[src/rtl/fetch_decode_queue.sv]
// Fetch->decode packet queue: circular FIFO between ifetch and decode.
// A redirect flush empties it so no wrong-path packet reaches decode.
module fetch_decode_queue #(
  parameter int DEPTH   = 4,
  parameter int PC_W    = 32,
  parameter int INSTR_W = 32
) (
  input  logic                       clk,
  input  logic                       rst_n,
  input  logic                       must_flush,
  input  logic                       valid_i,
  output logic                       ready_o,
  input  logic [PC_W-1:0]            pc_i,
  input  logic [INSTR_W-1:0]         instr_i,
  input  logic                       taken_i,
  input  logic                       invalid_i,
  output logic                       valid_o,
  input  logic                       ready_i,
  output logic [PC_W-1:0]            pc_o,
  output logic [INSTR_W-1:0]         instr_o,
  output logic                       taken_o,
  output logic                       invalid_o,
  output logic [$clog2(DEPTH):0]     count_o,
  output logic                       overflow_err_o
);

  localparam int AW = $clog2(DEPTH);
  localparam int CW = AW + 1;

  typedef struct packed {
    logic [PC_W-1:0]    pc;
    logic [INSTR_W-1:0] instr;
    logic               taken;
    logic               invalid;
  } pkt_t;

  pkt_t          r_mem [DEPTH];
  logic [AW-1:0] r_wr;
  logic [AW-1:0] r_rd;
  logic [CW-1:0] r_cnt;
  logic          r_ovf;

  logic          w_full;
  logic          w_push;
  logic          w_pop;
  pkt_t          w_head;

  assign w_full  = (r_cnt == CW'(DEPTH));
  // rst_n is active-high here; hold ready low while it is asserted
  assign ready_o = ~rst_n & ~w_full & ~must_flush;
  assign valid_o = (r_cnt != '0) & ~must_flush;
  assign w_push  = valid_i & ready_o;
  assign w_pop   = valid_o & ready_i;

  assign w_head    = r_mem[r_rd];
  assign pc_o      = w_head.pc;
  assign instr_o   = w_head.instr;
  assign taken_o   = w_head.taken;
  assign invalid_o = w_head.invalid;
  assign count_o        = r_cnt;
  assign overflow_err_o = r_ovf;

  always_ff @(posedge clk) begin
    if (w_push) begin
      r_mem[r_wr] <= '{pc: pc_i, instr: instr_i,
                       taken: taken_i, invalid: invalid_i};
    end
  end

  always_ff @(posedge clk or posedge rst_n) begin
    if (rst_n) begin
      r_wr  <= '0;
      r_rd  <= '0;
      r_cnt <= '0;
    end else if (must_flush) begin
      r_wr  <= '0;
      r_rd  <= '0;
      r_cnt <= '0;
    end else begin
      if (w_push) r_wr <= r_wr + AW'(1);
      if (w_pop)  r_rd <= r_rd + AW'(1);
      if (w_push && !w_pop)
        r_cnt <= r_cnt + CW'(1);
      else if (w_pop && !w_push)
        r_cnt <= r_cnt - CW'(1);
    end
  end

  // Diagnostic only: upstream stalls, nothing is lost
  always_ff @(posedge clk or posedge rst_n) begin
    if (rst_n)
      r_ovf <= 1'b0;
    else if (valid_i && w_full && !must_flush)
      r_ovf <= 1'b1;
  end

endmodule
[config.mk]
export PLATFORM = sky130hd
export DESIGN_NAME = fetch_decode_queue
export DESIGN_NICKNAME = d
export VERILOG_FILES = /design/src/rtl/fetch_decode_queue.sv
export SDC_FILE = /design/constraint.sdc
export NUM_CORES = 1
export LEC_CHECK = 0
export CAP_MARGIN = 25
export CORE_MARGIN = 10
export CORE_UTILIZATION = 25
export DETAILED_ROUTE_END_ITERATION = 12
export GPL_TIMING_DRIVEN = 0
export PLACE_DENSITY_LB_ADDON = 0.05
export SYNTH_ARGS = -nofsm -noshare
export SYNTH_HDL_FRONTEND = slang
export SYNTH_SLANG_ARGS = --single-unit
[constraint.sdc]
create_clock -name clk -period 2 [get_ports clk]
set_input_delay 0.3 -clock clk [delete_from_list [all_inputs] [get_ports clk]]
set_output_delay 0.3 -clock clk [all_outputs]
set_load 0.005 [all_outputs]
# Yosys cells after proc, flatten, opt, wreduce, memory -nomap -nowiden
# Memory sizes are Yosys's and may differ from the RTL's.
# Index checks and enable logic that the tools add are counted.
# classes
addsub,4
n_eq_ne,1
mux,9
bitwise_logic,8
n_reduce_logical,11
# op_table
op,n
3-bit two-way mux,3
2-bit two-way mux,4
3-bit nonzero test,2
1-bit bitwise AND,5
2-bit by 1-bit adder with 2-bit output (second input constant),2
1-bit logical AND,4
2-bit nonzero test,2
3-bit by 1-bit adder with 3-bit output (second input constant),1
3-bit == test (second input constant),1
1-bit zero test,3
1-bit inverter,3
3-bit by 1-bit subtractor with 3-bit output (second input constant),1
1-bit two-way mux,2
# word_totals
ff_bits,8
ramBits,264
in_bits,71
out_inout_bits,72
elab_cells,38
mem_count,1
# mem_list
name,depth,width,read_ports,rd_clocked_by_memory_dff,write_ports,line,rtl
r_mem,4,66,1,0,1,37,pkt_t r_mem [DEPTH];

# Longest topological paths before layout
# Gate-level depths: netlist of the first run.
# logic_depth
word_depth,10
mapped_depth,8
mapped_depth_nobuf,8

# Worst setup path after synthesis of the first run
# No wires, ideal clock.
# synth_timing
kind,register -> register
start,register r_cnt[2] (netlist: count_o[2])
end,memory r_mem[0][0] in the netlist's numbering (enable)
setup_ps,394
arrival_time_ps,1629
required_ps,1606
setup_slack_ps,-23
stages_incl_launch_ff,3
path_buffers,0
period_less_slack_ps,2023
path_cell_list,dfrtp_1 -> or3b_4 -> and3_2
# synth_between
elab_chain_cells,7
# synth_rtl
item,line,rtl
"start, declared",40,logic [CW-1:0] r_cnt;
"start signal, assigned",83,r_cnt <= r_cnt + CW'(1);
"start signal, assigned",85,r_cnt <= r_cnt - CW'(1);
3-bit == test,48,assign w_full = (r_cnt == CW'(DEPTH));
1-bit inverter,50,assign ready_o = ~rst_n & ~w_full & ~must_flush;
1-bit bitwise AND (2 in a row),50,
1-bit bitwise AND,52,assign w_push = valid_i & ready_o;
1-bit two-way mux,64,if (w_push) begin
1-bit two-way mux (not written as such),65,"r_mem[r_wr] <= '{pc: pc_i, instr: instr_i,"
"end, declared",37,
# Every way passes these cells.

# Final worst setup path of the first run
# layout_timing
start,register r_rd[0]
end,output port pc_o[31]
# layout_between
elab_chain_cells,1
# layout_rtl
item,line,rtl
"start, declared",39,logic [AW-1:0] r_rd;
"start signal, assigned",81,if (w_pop) r_rd <= r_rd + AW'(1);
memory 4 x 66 bit,n/a,
"end, declared",19,"output logic [PC_W-1:0] pc_o,"
# Every way passes these cells.

==> impl_metrics.env, run 1 <==
export IMPL_status="complete, but fails checks"
export IMPL_violations="setup timing"
export IMPL_yosysSeqAreaShare_pct=80.6
export IMPL_drt_pass1_iter_count=4
export IMPL_yosysMostFrequentCell="edfxtp_1"
export IMPL_setup_slack_ns=-0.453
export IMPL_hold_viol_final=0
export IMPL_max_slew_margin_rel_pct=67.9
export IMPL_die_w_microns=221
export IMPL_ant_nets=0
export IMPL_fin_crit_sh_pct=123
export IMPL_max_freq_ghz=0.408
export IMPL_core_sq_mm=0.0398
export IMPL_synth_cells=406
export IMPL_power_total_mw=16.9
export IMPL_die_y_microns=221
export IMPL_wire_per_inst_microns=21.9
export IMPL_wirelength_microns=26100
export IMPL_synth_largest_area_cell="edfxtp_1"
export IMPL_fp_dieArea_sq_mm=0.0488
export IMPL_cp_slowest_cell="mux4_2"
export IMPL_postCtsHoldBufs=0
export IMPL_crit_required_ns=1.70
export IMPL_worstPathArrival_ns=2.15
export IMPL_start_util_pct=25.3
export IMPL_worstPathBufferInverterCount=5
export IMPL_cp_cell_sequence="buf_12 > buf_12 > buf_4 > buf_6 > mux4_2 > buf_6"
export IMPL_skew_ns=0.0155
export IMPL_crit_family="buffers and inverters"
export IMPL_io_buffers=142
export IMPL_ioPinCount=143
export IMPL_grt_max_degree=40
export IMPL_synth_ff_type="edfxtp_1"
export IMPL_start_kind="register"
export IMPL_cellPowerDensity_mw_per_mm2=1200
export IMPL_htree_levels=1
export IMPL_ctsLongestPathBuffers=3
export IMPL_drtIter0Drc=197
export IMPL_gp_congestion=0.672
export IMPL_synth_distinct_cells=34
export IMPL_syn_area_per_cell_sq_um=24.8
export IMPL_ys_top_cells_by_area="edfxtp_1, mux4_2, dfrtp_1, ha_1, and3_2"
export IMPL_synth_edf_count=264
export IMPL_grt_overflow=0
export IMPL_slowest_delay_ns=0.46
export IMPL_clk_pin_slew_worst_paths_ns=0.06
export IMPL_slew_viol_final=0
export IMPL_drc=0
export IMPL_grt_pass1_wl_microns=38500
export IMPL_numCtsBuffers=31
export IMPL_antenna_cells=0
export IMPL_ir_drop_uv=618
export IMPL_synth_top_area_share_pct=78.6
export IMPL_setup_viol=66
export IMPL_final_util_pct=35.3
export IMPL_syn_num_nets=482
export IMPL_path_class="reg2out"
export IMPL_cap_violations=0
export IMPL_root_buffer="clkbuf_16"
export IMPL_drive_above_1_share_pct=41.9
export IMPL_clock_sink_count=272
export IMPL_worstMarginPinSlew_ns=0.482
export IMPL_track_usage_pct=10.5
export IMPL_dpl_hpwl_microns=14800
export IMPL_period_minus_slack_ns=2.45
export IMPL_cts_tree="built"
export IMPL_grt_pass1_vias=5718
export IMPL_post_synth_instance_area_sq_mm=0.0101
export IMPL_rsz0062_at_grt="yes"
export IMPL_viasPerCell=4.17
export IMPL_async_flop_share_pct=2.94
export IMPL_yosys_register_bits=272
export IMPL_p_leak_nw=4.67
export IMPL_antenna_found_initial=1
export IMPL_yosysWarnings=0
export IMPL_synth_commonest_cells="edfxtp_1, mux4_2, dfrtp_1, nor2_1, buf_2"
export IMPL_clk_insertion_delay_late_ns=0.56
export IMPL_end_kind="output pin"
export IMPL_hold_path_class="in2async"
export IMPL_area_growth_pct=39.5
export IMPL_critPathMaxFanout=7
export IMPL_final_nets=723
export IMPL_num_vias=4975
export IMPL_rows=73
## cells by family after synthesis
| kind of cell | after synthesis | share of synthesized area, % |
|---|---|---|
| flip-flops | 272 | 80.6 |
| multiplexers | 68 | 14.9 |
| AND/OR/NAND/NOR | 27 | 1.60 |
| buffers and inverters | 22 | 1.13 |
| AO/OA/AOI/OAI | 8 | 0.633 |
| adder cells (fa/ha/maj) | 5 | 0.695 |
| XOR/XNOR | 4 | 0.422 |
## state kept, by name, indices dropped and copies added, names as in the netlist
name / flops
r_rd: 2
count_o: 3
r_wr: 2
r_mem: 264
overflow_err_o: 1
## area by class of cell
class / count / area (sq um)
Clock buffer: 45 / 858
Tap cell: 525 / 657
Buffer: 13 / 183
Fill cell: 3802 / 25800
Inverter: 6 / 22.5
Clock inverter: 9 / 95.1
Sequential cell: 272 / 8130
Timing Repair Buffer: 207 / 2170
Multi-Input combinational cell: 116 / 1950
## what timing repair did
item / CTS / global route
resized for setup: 361 / 48
gates cloned: 8 / 1
buffers inserted: 45 / 19
endpoints found under the hold margin: 0 / 0
endpoints found under the setup margin: 218 / 123
pin swaps: 10 / 5
## cell usage in the layout (no fill, tap or decap), types with 6 or more instances in the layout
master and instances:
and3_4 7, clkbuf_1 11, mux4_2 66, buf_4 23, buf_12 14, buf_8 7
clkdlybuf4s50_1 73, clkbuf_16 32, buf_6 59, edfxtp_1 264, buf_2 32, buf_16 6
## per-stage QoR
step / std cells / worst slack [ns] / hold WS (ns) / area (sq um) / setup TNS (ns)
after floorplan: 406 / -0.0229 / 0.121 / 10100 / -6.04
after global placement: 1073 / -1.54 / 0.461 / 12200 / -442.07
after detailed placement: 1077 / -0.772 / 0.469 / 12300 / -200.86
after CTS: 1183 / -0.543 / 0.128 / 13900 / -26.48
after global routing: 1193 / -0.527 / 0.197 / 14100 / -27.41
final: 1193 / -0.453 / 0.162 / 14100 / -22.47
## power breakdown
part | internal, mW | switching (mW) | total [mW]
logic | 3.14 | 1.93 | 5.07
clock network | 3.19 | 2.11 | 5.31
registers | 6.46 | 0.0788 | 6.54
total | 12.8 | 4.12 | 16.9
## final timing paths
| check | startpoint | end | slack, ns | depth (start not counted) |
|---|---|---|---|---|
| worst max-delay path | r_rd[0] | pc_o[31] | -0.45 | 6 |
| worst min-delay path | rst_n | r_wr[1] | 0.16 | 2 |
| worst max register to register | count_o[1] | count_o[2] | 0 | 9 |
| worst min register to register | overflow_err_o | overflow_err_o | 0.49 | 1 |
| max in group asynchronous | rst_n | count_o[2] | 1.54 | 2 |
| min in group clk | instr_i[18] | r_mem[0][20] | 0.37 | 1 |
## per-layer routing
layer  vias up  GRT usage (%)  wire length (microns)
met5         -              0                     13
met4         2           2.84                    460
met3        34           2.31                   1220
met2       106           18.2                  13300
met1      2598           12.7                  11100
li1       2235              -                      -
Power figures use the tool's default switching activity.
==> run 2, diff against run 1 <==
--- a/config.mk
+++ b/config.mk
@@ -10,6 +10,7 @@
 export CORE_UTILIZATION = 25
 export DETAILED_ROUTE_END_ITERATION = 12
 export GPL_TIMING_DRIVEN = 0
+export HOLD_SLACK_MARGIN = 0.02
 export PLACE_DENSITY_LB_ADDON = 0.05
 export SYNTH_ARGS = -nofsm -noshare
 export SYNTH_HDL_FRONTEND = slang
==> results of run 2 <==
Same layout as run 1: the final DEF is identical, and so are final timing and power.
